`src/rtl/ping_sequencer.sv`:
```
// Ping cycle sequencer: TX burst, guard blanking, listen window with first-echo time-of-flight, holdoff.
// Optional build macro PING_AUTO_REPEAT_EN adds the auto_en port for back-to-back pings.
module ping_sequencer #(
    parameter int BURST_LEN   = 512,
    parameter int GUARD_LEN   = 64,
    parameter int LISTEN_LEN  = 1024,
    parameter int HOLDOFF_LEN = 1024,
    parameter int TOFW        = 11
) (
    input  logic            clk,
    input  logic            rst,
    input  logic            trig_stb,
    input  logic            echo_in,
`ifdef PING_AUTO_REPEAT_EN
    input  logic            auto_en,
`endif
    output logic            tx_en,
    output logic            capture_en,
    output logic            busy,
    output logic [TOFW-1:0] tof,
    output logic            tof_stb,
    output logic            timeout,
    output logic [7:0]      ping_cnt
);

    localparam int MAX_BG  = (BURST_LEN > GUARD_LEN) ? BURST_LEN : GUARD_LEN;
    localparam int MAX_LH  = (LISTEN_LEN > HOLDOFF_LEN) ? LISTEN_LEN : HOLDOFF_LEN;
    localparam int MAX_LEN = (MAX_BG > MAX_LH) ? MAX_BG : MAX_LH;
    localparam int CW      = (MAX_LEN > 1) ? $clog2(MAX_LEN) : 1;

    localparam logic [CW-1:0] BURST_LAST   = CW'(BURST_LEN - 1);
    localparam logic [CW-1:0] GUARD_LAST   = CW'(GUARD_LEN - 1);
    localparam logic [CW-1:0] LISTEN_LAST  = CW'(LISTEN_LEN - 1);
    localparam logic [CW-1:0] HOLDOFF_LAST = CW'(HOLDOFF_LEN - 1);

    typedef enum logic [2:0] {
        S_IDLE     = 3'd0,
        S_TX_BURST = 3'd1,
        S_GUARD    = 3'd2,
        S_LISTEN   = 3'd3,
        S_HOLDOFF  = 3'd4
    } state_t;

    state_t        state_r;
    state_t        state_nxt_s;
    logic [CW-1:0] cnt_r;
    logic [CW-1:0] cnt_nxt_s;
    logic          echo_q_r;
    logic          edge_s;
    logic          start_s;
    logic          stb_s;
    logic          to_s;
    logic          auto_s;

`ifdef PING_AUTO_REPEAT_EN
    assign auto_s = auto_en;
`else
    assign auto_s = 1'b0;
`endif

    // A fresh rise is required: echo already high when the window opens is ignored.
    assign edge_s = echo_in & ~echo_q_r;

    // Next-state and shared duration counter; in LISTEN the counter is the listen index.
    always_comb begin
        state_nxt_s = state_r;
        cnt_nxt_s   = cnt_r;
        start_s     = 1'b0;
        stb_s       = 1'b0;
        to_s        = 1'b0;
        case (state_r)
            S_IDLE: begin
                if (trig_stb) begin
                    state_nxt_s = S_TX_BURST;
                    cnt_nxt_s   = '0;
                    start_s     = 1'b1;
                end else begin
                    state_nxt_s = S_IDLE;
                end
            end
            S_TX_BURST: begin
                if (cnt_r == BURST_LAST) begin
                    state_nxt_s = S_GUARD;
                    cnt_nxt_s   = '0;
                end else begin
                    cnt_nxt_s   = cnt_r + CW'(1);
                end
            end
            S_GUARD: begin
                if (cnt_r == GUARD_LAST) begin
                    state_nxt_s = S_LISTEN;
                    cnt_nxt_s   = '0;
                end else begin
                    cnt_nxt_s   = cnt_r + CW'(1);
                end
            end
            S_LISTEN: begin
                // An edge on the last index wins over the timeout.
                if (edge_s) begin
                    state_nxt_s = S_HOLDOFF;
                    cnt_nxt_s   = '0;
                    stb_s       = 1'b1;
                end else if (cnt_r == LISTEN_LAST) begin
                    state_nxt_s = S_HOLDOFF;
                    cnt_nxt_s   = '0;
                    to_s        = 1'b1;
                end else begin
                    cnt_nxt_s   = cnt_r + CW'(1);
                end
            end
            S_HOLDOFF: begin
                if (cnt_r == HOLDOFF_LAST) begin
                    cnt_nxt_s = '0;
                    if (auto_s) begin
                        state_nxt_s = S_TX_BURST;
                        start_s     = 1'b1;
                    end else begin
                        state_nxt_s = S_IDLE;
                    end
                end else begin
                    cnt_nxt_s   = cnt_r + CW'(1);
                end
            end
            default: begin
                state_nxt_s = S_IDLE;
                cnt_nxt_s   = '0;
            end
        endcase
    end

    // State, counter, echo history and registered outputs decoded from the next state.
    always_ff @(posedge clk or posedge rst) begin
        if (rst) begin
            state_r    <= S_IDLE;
            cnt_r      <= '0;
            echo_q_r   <= 1'b0;
            tx_en      <= 1'b0;
            capture_en <= 1'b0;
            busy       <= 1'b0;
            tof        <= '0;
            tof_stb    <= 1'b0;
            timeout    <= 1'b0;
            ping_cnt   <= 8'd0;
        end else begin
            state_r    <= state_nxt_s;
            cnt_r      <= cnt_nxt_s;
            echo_q_r   <= echo_in;
            tx_en      <= (state_nxt_s == S_TX_BURST);
            capture_en <= (state_nxt_s == S_LISTEN);
            busy       <= (state_nxt_s != S_IDLE);
            tof_stb    <= stb_s;
            timeout    <= to_s;
            if (stb_s) begin
                tof <= TOFW'(cnt_r);
            end
            if (start_s) begin
                ping_cnt <= ping_cnt + 8'd1;
            end
        end
    end

endmodule

```
`config.mk`:
```
export PLATFORM = sky130hd
export DESIGN_NAME = ping_sequencer
export DESIGN_NICKNAME = d
export VERILOG_FILES = /design/src/rtl/ping_sequencer.sv
export SDC_FILE = /design/constraint.sdc
export NUM_CORES = 1
export LEC_CHECK = 0
export CAP_MARGIN = 30
export CORE_ASPECT_RATIO = 1.2
export CORE_UTILIZATION = 45
export DETAILED_ROUTE_END_ITERATION = 6
export GPL_ROUTABILITY_DRIVEN = 0
export PLACE_DENSITY = 0.66
export SYNTH_ARGS = -nofsm -noshare
export SYNTH_HDL_FRONTEND = slang
export SYNTH_SLANG_ARGS = --single-unit
```
`constraint.sdc`:
```
create_clock -name clk -period 2.9 [get_ports clk]
set_clock_uncertainty 0.2 [all_clocks]
set_input_delay 0.29 -clock clk [delete_from_list [all_inputs] [get_ports clk]]
set_output_delay 0.29 -clock clk [all_outputs]
set_load 0.01 [all_outputs]
```
# Word-level counts from Yosys, hierarchy flattened
# Cells that the tools add are included.
# Widths: inputs -> output; s select.
# word_totals
word_cells	46
out_inout_bits	24
input_bits	4
regBits	37
# classes
addsub	2
muxes	20
eq_ne	10
n_reduce_logical	2
n_bitwise	2
# ops
op	n
$mux 10	5
$pmux 10 s5	1
$mux 3	5
$pmux 3 s5	1
$add 10x1->10 const B	1
$eq 10x10->1 const B	1
$eq 10x6->1 const B	1
$eq 10x9->1 const B	1
$eq 3x2->1 const B	3
$add 8x1->8 const B	1
$mux 1	8
$eq 3x1->1 const B	2
$eq 3x3->1 const B	1
$logic_not 3->1	1
$reduce_bool 3->1	1
$ne 2x2->1 const B	1
$and 1x1->1	1
$not 1->1	1

# Logic depth before layout (Yosys ltp)
# logic_depth
word_depth	5
ltp_mapped	8
ltp_nobuf	7

# Least setup slack after synthesis
# OpenSTA, ideal clock, no wires.
# synth_timing
kind	register to register
startpoint	register cnt_r[0]
endpoint	register cnt_r[2]
required_ps	2568
setup_ps	132
arrival_time_ps	1708
path_slack_ps	860
path_buffers	1
stages_incl_launch_ff	8
synth_period_minus_slack_ps	2040
cell_sequence	dfrtp_1 > ha_1 > and4_1 > buf_2 > nand3_2 > a221oi_4 > and2_4 > o32ai_1
# synth_via
elab_chain_cells	4
word_cells_on_any_way	9
classes_between	1 x add/sub; 3 x eq/ne; 5 x mux
# synth_rtl
element	line_no	source
start: declaration	46	logic [CW-1:0] cnt_r;
start signal: assignment	146	cnt_r <= cnt_nxt_s;
$add 10x1->10 / $eq 10x10->1 (equally long branches)	-	
$mux 10	103, 112	
$mux 10	99	if (edge_s) begin
$pmux 10 s5 (*)	71	case (state_r)
# Every way passes the cells marked *; elsewhere a longest branch is shown, timed or not.
# A chain may end at the register's enable or synchronous reset.

# Worst setup path after layout
# Ends and elaborated chain as after synthesis.

==> impl_metrics.tcl <==
set metrics [dict create \
    dieHeight_um 70.1 \
    setup_ws_ns 0.661 \
    syn-num-nets 157 \
    relSlewSlack 0.591 \
    tns_ns 0 \
    timing.final.crit_period_ns 2.24 \
    postCtsHoldBufs 0 \
    grt_pass1_wl_mm 5.55 \
    async_reset_ff_frac 1.00 \
    end_kind "register" \
    viasPerCell 5.30 \
    antenna_found_initial 0 \
    final_antenna_net_count 0 \
    synth_area_leaders "dfrtp_1 53%, mux2_2 7.8%, xor2_1 4.0%, nand4_1 2.9%, nor2_1 2.8%" \
    routedWlPerCell_um 13.6 \
    remaining_drc_errors 0 \
    worstPathRequired_ns 2.87 \
    fill_cells 328 \
    cts.path.max_buffers 2 \
    hold_viol 0 \
    ff2ff_path_depth 6 \
    reg2reg_from "cnt_r[0]" \
    synth.most_common_cell "dfrtp_1" \
    die_area_sq_mm 0.00412 \
    num_rows 24 \
    place.port_buffers 26 \
    dr_wl_met3_um 133 \
    synth_seq_cells 37 \
    grt_max_degree 38 \
    wirelength_mm 3.17 \
    finalSetupViolCount 0 \
    clock-root-buffer "clkbuf_8" \
    met1Wirelength_mm 1.43 \
    slew_violations 0 \
    critPathCapture "cnt_r[2]" \
    power_uw 1400 \
    area.sequential_sq_um 926 \
    fin_nets 186 \
    dr.pass1.iters 4 \
    overflow 0 \
    arrival_ns 2.21 \
    critPathLaunchType "register" \
    ys_seq_area_frac 0.533 \
    vias 1234 \
    yosys_warnings 0 \
    maxCapViolations 0 \
    clkTransAtPathRegs_ns 0.07 \
    grt_usage 0.180 \
    hp-class "in -> async" \
    syn_to_final_growth_pct 23.4 \
    post_cts_buffers 0 \
    clock-sinks 37 \
    ios 28 \
    finalCritPeriodShare 0.772 \
    p_per_area_mw_per_mm2 651 \
    dieWidth_um 58.7 \
    first_iter_violations 30 \
    rsz0062_at_grt "no" \
    status "completed" \
    startpoint "cnt_r[0]" \
    hpwl_mm 2.30 \
    layout-drive-gt1-share 0.155 \
    critPathMaxFanout 6 \
    multi_input_area_sq_um 756 \
    cts_resized 0 \
    cts_htree_levels 2 \
    post-synth-top-area-cell "dfrtp_1" \
    wl_met2_mm 1.55 \
    leakagePower_uw 0.000941 \
    grt_pass1_vias 1212 \
    regToRegSetupSlack_ns 0.66 \
    critPathKind "reg -> reg" \
    cts_tree "done" \
    synth.top_cell.area_share 0.533 \
    ys.flop_type "dfrtp_1" \
    fmaxAchievable_mhz 447 \
    synthCells 151 \
    insertion_delay_ns 0.29 \
    avgSynthCellArea_sq_um 11.5 \
    netlist_top_cells_count "37 x dfrtp_1, 13 x nor2_1, 12 x mux2_2" \
    start_util 0.474 \
    syn-cell-area_sq_mm 0.00174 \
    antenna_cells 0 \
    dp_slack_ns 0.666 \
    peakVddDrop_uv 339 \
    design.core.area_sq_mm 0.00366 \
    synth_edf_count 0 \
    ys_types 40 \
    r2r_end "cnt_r[2]" \
    cts_made_buffers 5 \
    worst_pin_slew_ns 0.613 \
    highest_layer "met4" \
]
## logic make-up (layout without fill, tap and decap cells)
logic type | after synthesis | in the layout | synth area share
flops | 37 | 37 | 0.533
simple gates | 56 | 56 | 0.191
buf+inv | 12 | 42 | 0.0324
compound gates | 17 | 17 | 0.0785
xor+xnor | 13 | 13 | 0.0655
fa+ha+maj | 2 | 2 | 0.0144
other cells | 1 | 1 | 0.00216
mux | 13 | 13 | 0.0835
## worst min-delay path by stage
stage | from | to
6_report | rst | tof_stb
2_1_floorplan | echo_in | echo_q_r
3_5_place_dp | ping_cnt[7] | ping_cnt[7]
5_1_grt | rst | ping_cnt[6]
3_3_place_gp | ping_cnt[7] | ping_cnt[7]
4_1_cts | rst | tof_stb
## layout by cell type, fill, tap and decap left out, types with 3 or more instances in the layout
cell and n:
dfrtp_1 37, clkdlybuf4s50_1 26, nor2_1 13, mux2_2 12
nand4_1 8, xor2_1 8, nand2_1 7, clkbuf_8 6
xnor2_1 5, inv_1 5, nand2b_1 4, nor3b_1 3
nor4_1 3, nand3_1 3, nor3_1 3, o21ai_0 3
buf_4 3
## per-stage QoR
step           std cells   util  hold slack [ns]  area [sq um]
6_report             233  0.585            0.200          2140
2_1_floorplan        151      -            0.121          1740
4_1_cts              233  0.585            0.214          2140
5_1_grt              233  0.585            0.263          2140
3_3_place_gp         225  0.559            0.257          2050
3_5_place_dp         225  0.559            0.257          2050
## state kept, by name, indices dropped and copies added (netlist names)
| signal | flops |
|---|---|
| echo_q_r | 1 |
| capture_en | 1 |
| tx_en | 1 |
| cnt_r | 10 |
| busy | 1 |
| timeout | 1 |
| tof_stb | 1 |
| state_r | 3 |
| ping_cnt | 8 |
| tof | 10 |
## per-layer routing
| layer | up-vias | GRT usage |
|---|---|---|
| li1 | 589 | - |
| met1 | 618 | 0.233 |
| met2 | 21 | 0.280 |
| met3 | 6 | 0.0556 |
| met4 | 0 | 0.0635 |
| met5 | - | 0 |
## critical path, cell delays in order (launching register included)
cell and delay [ns]:
dfrtp_1 0.43, ha_1 0.23, and4_1 0.33, nand3_2 0.19
a221oi_4 0.43, and2_4 0.23, o32ai_1 0.08
## power breakdown
part | switching, uW | internal [uW] | leakage [uW]
sequential | 103 | 591 | 0.000487
combinational | 153 | 177 | 0.000403
clock | 180 | 192 | 0.0000512
total | 435 | 961 | 0.000941
## layout make-up
class | instances | share of cell area
clock buffers | 6 | 0.0385
clock inverters | 2 | 0.00642
inverters | 5 | 0.00875
multi-input cells | 102 | 0.352
flip-flops and latches | 37 | 0.432
well taps | 52 | 0.0303
repair buffers | 29 | 0.132
Note: power is estimated with default switching activity, not from simulation.
